==> src/rtl/dmem_port_arbiter.sv <==
// rtl/dmem_port_arbiter.sv - two-lane arbiter for the shared data_memory port
// Lane 0 wins ties; read lane ids ride a tag pipeline back to the issuing lane.
module dmem_port_arbiter #(
  parameter int XLEN        = 32,
  parameter int ReadLatency = 1
) (
  input  logic                 clk,
  input  logic                 reset,
  input  logic [1:0]           req_valid_i,
  output logic [1:0]           req_ready_o,
  input  logic [1:0][XLEN-1:0] req_addr_i,
  input  logic [1:0][XLEN-1:0] req_wdata_i,
  input  logic [1:0][3:0]      req_we_i,
  input  logic [1:0]           req_re_i,
  output logic [1:0]           resp_valid_o,
  output logic [1:0][XLEN-1:0] resp_rdata_o,
  input  logic                 flush_i,
  output logic [XLEN-1:0]      dmem_addr_o,
  output logic [XLEN-1:0]      dmem_wdata_o,
  output logic [3:0]           dmem_we_o,
  output logic                 dmem_re_o,
  input  logic [XLEN-1:0]      dmem_rdata_i,
  output logic                 busy_o
);

  logic                   accept0;
  logic                   accept1;
  logic                   accept;
  logic                   sel_lane;
  logic                   issue_lane;
  logic [ReadLatency-1:0] tag_v;
  logic [ReadLatency-1:0] tag_lane;

  // Lane 1 yields whenever lane 0 is valid, which keeps program order.
  always_comb begin
    req_ready_o[0] = !reset && !flush_i;
    req_ready_o[1] = !reset && !flush_i && !req_valid_i[0];
    accept0        = req_valid_i[0] && req_ready_o[0];
    accept1        = req_valid_i[1] && req_ready_o[1];
    accept         = accept0 || accept1;
    sel_lane       = !accept0;
  end

  always_ff @(posedge clk or posedge reset) begin
    if (reset) begin
      dmem_addr_o  <= '0;
      dmem_wdata_o <= '0;
      dmem_we_o    <= '0;
      dmem_re_o    <= 1'b0;
      issue_lane   <= 1'b0;
    end else begin
      dmem_we_o <= '0;
      dmem_re_o <= 1'b0;
      if (accept) begin
        dmem_addr_o  <= req_addr_i[sel_lane];
        dmem_wdata_o <= req_wdata_i[sel_lane];
        dmem_we_o    <= req_we_i[sel_lane];
        dmem_re_o    <= (req_we_i[sel_lane] == 4'h0) && req_re_i[sel_lane];
        issue_lane   <= sel_lane;
      end
    end
  end

  // A flush also squashes the load on the port this cycle by not loading stage 0.
  always_ff @(posedge clk or posedge reset) begin
    if (reset) begin
      tag_v    <= '0;
      tag_lane <= '0;
    end else if (flush_i) begin
      tag_v <= '0;
    end else begin
      tag_v[0]    <= dmem_re_o;
      tag_lane[0] <= issue_lane;
      for (int i = 1; i < ReadLatency; i++) begin
        tag_v[i]    <= tag_v[i-1];
        tag_lane[i] <= tag_lane[i-1];
      end
    end
  end

  always_comb begin
    resp_valid_o = '0;
    resp_rdata_o = '0;
    if (tag_v[ReadLatency-1]) begin
      resp_valid_o[tag_lane[ReadLatency-1]] = 1'b1;
      resp_rdata_o[tag_lane[ReadLatency-1]] = dmem_rdata_i;
    end
  end

  assign busy_o = (dmem_we_o != 4'h0) || dmem_re_o || (tag_v != '0);

endmodule

==> config.mk <==
export PLATFORM = sky130hd
export DESIGN_NAME = dmem_port_arbiter
export DESIGN_NICKNAME = d
export VERILOG_FILES = /design/src/rtl/dmem_port_arbiter.sv
export SDC_FILE = /design/constraint.sdc
export NUM_CORES = 1
export LEC_CHECK = 0
export CAP_MARGIN = 30
export CORE_ASPECT_RATIO = 0.7
export CORE_MARGIN = 5
export CORE_UTILIZATION = 36
export CTS_CLUSTER_SIZE = 14
export DETAILED_ROUTE_END_ITERATION = 7
export GPL_ROUTABILITY_DRIVEN = 0
export GPL_TIMING_DRIVEN = 0
export HOLD_SLACK_MARGIN = 0.06
export PLACE_DENSITY = 0.87
export SYNTH_ARGS = -nofsm -noshare
export SYNTH_HDL_FRONTEND = slang
export SYNTH_SLANG_ARGS = --single-unit
==> constraint.sdc <==
create_clock -name clk -period 3.5 [get_ports clk]
set_input_delay 0.7 -clock clk [delete_from_list [all_inputs] [get_ports clk]]
set_output_delay 0.7 -clock clk [all_outputs]
set_load 0.005 [all_outputs]
# After elaboration in Yosys (flattened, before gate mapping)
# Cells that the tools add are included.
# totals
out_inout_bits,138
wordCells,43
ram_bits,0
romBits,0
in_bits,175
memories,0
latchBits,0
regBits,72
# classes
n_mux,17
shifts,0
mul,0
div,0
bitwise,1
add_sub_neg,0
n_reduce_logical,15
n_lt_le_gt_ge,3
n_eq_ne,0
# ops
operator,n
$mux 32,5
$and 64x64->64,1
$mux 64,1
$demux 32 s1,1
$mux 4,3
$logic_and 1x1->1,6
$mux 1,5
$logic_not 1->1,4
$logic_not 4->1,1
$lt 1x2->1 const B,2
$reduce_bool 4->1,1
$logic_or 1x1->1,3
$mux 2,1
$demux 1 s1,1
$ge 1x1->1 const B,1

# Logic depth before layout (Yosys ltp)
# depth
depth_word,9
depth_mapped,5
depth_no_buf,3

# Least setup slack after synthesis
# Ideal clock, no wire load.
# synth_timing
path_type,input to register
start,in flush_i
end,reg dmem_addr_o[0]
setup_time_ns,0.125
arrival_ns,1.837
setup_slack_ns,1.539
n_path_buf,1
cell_stages,4
required_time_ns,3.375
path_cell_list,nor3b_4 -> buf_2 -> mux2_2 -> mux2_2
# synth_via
elab_chain_len,5
word_cells_on_any_way,8
cone_classes,mux (2); reduce/logical (6)
# synth_lines
element,line_no,source
from (decl),17,"input logic flush_i,"
$logic_not 1->1 (*),"36, 37",
$logic_and 1x1->1 (*),"36, 37",
"$logic_and 1x1->1, on equally long branches","38, 37",
$mux 32 (not written as such) or $logic_and 1x1->1 (tied branches),"55, 39",
$mux 32 (not written as such) or $logic_or 1x1->1 (tied branches),"55, 40",
to (signal assigned),55,dmem_addr_o <= req_addr_i[sel_lane];
to (decl),18,"output logic [XLEN-1:0] dmem_addr_o,"
# Mark *: on every way between the ends. The rest lies on a longest branch, timed or not. The select of a mux whose other input is x is not followed.
# A chain may end at the register's enable or synchronous reset.

==> flow_summary_export.csv <==
group,metric,value,unit
outcome,status,"finished clean",
clocking,hold_buffers,0,
sta,finalClockSkew,0.000487,ns
power,p_leak,3.12,nW
synthesis,synth-edff-count,0,
clocking,cts_max_level,3,
synthesis,synthTopCellsByArea,"dfrtp_1 45%, mux2_2 37%, and2_1 5.5%",
worst_setup_path,worstSetupPathType,"register to output port",
worst_setup_path,end_kind,"output port",
synthesis,synthesis.area,4000,um2
clocking,post_cts_buffers,0,
synthesis,yosysWarnings,0,
synthesis,synth.top_cell.area_share,45.1,%
synthesis,synth_top_area_cell,"dfrtp_1",
sta,max_freq,348,MHz
global_routing,grt_pass1_vias,4030,
worst_setup_path,path_max_fanout,10,
worst_setup_path,crit_family,"buffers and inverters",
global_routing,grt_overflow,0,
synthesis,seq_area_frac_synth,45.1,%
cells_and_area,area.growth.synth_to_final,90.8,%
run,maxCapViolations,0,
clocking,clock_latency,0.32,ns
clocking,cts_resized,0,
clocking,cts_tree,"yes",
global_routing,gr-usage-all-layers,21.2,%
placed_design,io_buffers,312,
cells_and_area,antenna_cells,0,
worst_setup_path,critPathRequiredTime,2.80,ns
power,total_power,2.88,mW
clocking,cts_sinks,72,
worst_setup_path,cp_num_buf_inv,2,
worst_setup_path,worstPathCellList,"nor2b_1 -> clkbuf_1 -> and2_1 -> clkdlybuf4s50_1",
placed_design,placed_area,7310,um2
cells_and_area,nets,814,
sta,fin_ws,0.626,ns
clocking,clock-root-buffer,"clkbuf_16",
cells_and_area,drive_above_1_share,25.5,%
sta,period_share,82.1,%
die,dieArea,13300,um2
routing,ant_nets,0,
worst_setup_path,crit_arrival,2.17,ns
die,chipWidth,136,um
synthesis,synthArstFlopShare,100,%
global_routing,antenna_found_initial,0,
sta,slew_violations,0,
cells_and_area,design_area,7630,um2
sta,rsz0062_at_grt,"false",
routing,drt_iter0_markers,96,
worst_setup_path,crit_path_start_kind,"register",
synthesis,synth_nets,491,
routing,drc,0,
clocking,cts-buffers-inserted,9,
cells_and_area,final_cells,797,
worst_setup_path,crit_slowest_cell,"clkdlybuf4s50_1",
clocking,clkTransAtPathRegs,0.06,ns
routing,viasPerCell,4.64,
routing,avgRoutedWirePerCell,18.4,um
placed_design,hpwl,12.1,mm
sta,slew_headroom,41.3,%
die,die_y,98.2,um
routing,routed_wl,14.6,mm
sta,holdWs,0.504,ns
synthesis,avgSynthCellArea,12.7,um2
global_routing,grt_max_degree,73,
worst_setup_path,slowest_delay,0.51,ns
synthesis,synth.distinct_cells,23,
sta,worst_pin_slew,0.881,ns
synthesis,synthFlopType,"dfrtp_1",
routing,dr_total_vias,3701,
clocking,cts_buffer_depth,2,
die,io_pins,313,
placed_design,dp.cells,781,
synthesis,ys_ff_latch,72,
sta,tns,0,ns
worst_hold_path,hold_path.class,"register to register",
global_routing,grt_pass1_wl,22.0,mm
sta,fin_crit,2.87,ns
placed_design,dp_slack,0.587,ns
die,coreArea,10900,um2
sta,setup_viol,0,
power,irDropWorstVdd,301,uV
die,start_util,36.6,%
sta,hold_viol,0,
cells_and_area,post-route-util,69.8,%
power,powerDensity,377,nW/um2
synthesis,netlist_instances,316,
routing,firstDrtPassIters,6,
die,fp-row-count,32,
per-layer routing:
metal | wire (um) | global-route usage [%]
met2 | 7490 | 37.8
met4 | 144 | 4.57
met3 | 1410 | 8.19
met5 | 0 | 0
met1 | 5580 | 24.2
report_power, final:
group / total (mW) / internal (mW) / switching, mW / leakage (nW)
Combinational: 0.853 / 0.600 / 0.253 / 2.10
Clock: 0.958 / 0.621 / 0.337 / 0.156
Sequential: 1.07 / 0.985 / 0.0803 / 0.859
Total: 2.88 / 2.21 / 0.671 / 3.12
sequential cells by signal, summed over array words and instances, names as in the netlist:
name,cells
tag_v,1
dmem_addr_o,32
issue_lane,1
dmem_re_o,1
dmem_wdata_o,32
tag_lane,1
dmem_we_o,4
layout make-up:
cell class                 count  area, um2
clock buffer                  10        229
buffer                        23        145
inverter                       1       6.26
tap                          153        191
multi-input combinational    220       2050
timing repair buffer         312       3120
fill                         816       3300
sequential                    72       1800
clock inverter                 6       83.8
cells by family (layout without fill, tap and decap cells):
family / after synthesis / in the layout / share of synthesized area [%]
muxes: 133 / 133 / 37.4
and+or+nand+nor: 82 / 82 / 12.9
buffers and inverters: 24 / 352 / 3.72
DFF: 72 / 72 / 45.1
AOI/OAI and AO/OA: 5 / 5 / 0.939
path summary, 6_finish.rpt:
path | from | to | slack (ns) | cells past startpoint
min in group asynchronous | reset | dmem_re_o$_DFF_PP0_ | 1.05 | 2
worst max register to register | tag_lane$_DFFE_PP0N_ | tag_lane$_DFFE_PP0N_ | 2.64 | 1
max in group asynchronous | reset | dmem_wdata_o[22]$_DFFE_PP0P_ | 1.87 | 2
worst max-delay path | tag_v$_DFF_PP0_ | resp_rdata_o[4] | 0.63 | 4
worst min register to register | dmem_addr_o[20]$_DFFE_PP0P_ | dmem_addr_o[20]$_DFFE_PP0P_ | 0.50 | 1
worst min-delay path | dmem_addr_o[20]$_DFFE_PP0P_ | dmem_addr_o[20]$_DFFE_PP0P_ | 0.50 | 1
cells in the final DEF, fill, tap and decap left out, types with 2 or more instances in the layout:
master	synthesis	routed
buf_4	4	4
and2_1	35	35
clkinv_2	0	3
clkbuf_16	0	9
mux2i_1	2	2
mux2_2	131	131
nor2_1	5	5
clkdlybuf4s50_1	0	312
bufinv_16	0	2
buf_6	5	5
nor2b_1	3	3
buf_2	5	5
o21ai_0	2	2
and3_1	32	32
dfrtp_1	72	72
clkbuf_1	9	10
synth_stat cells, drive strengths merged (2+ instances only):
cell	instances
and2	35
and3	32
buf	14
clkbuf	9
dfrtp	72
mux2	131
mux2i	2
nor2	5
nor2b	3
nor3b	2
o21ai	2
Power figures use the tool's default switching activity.
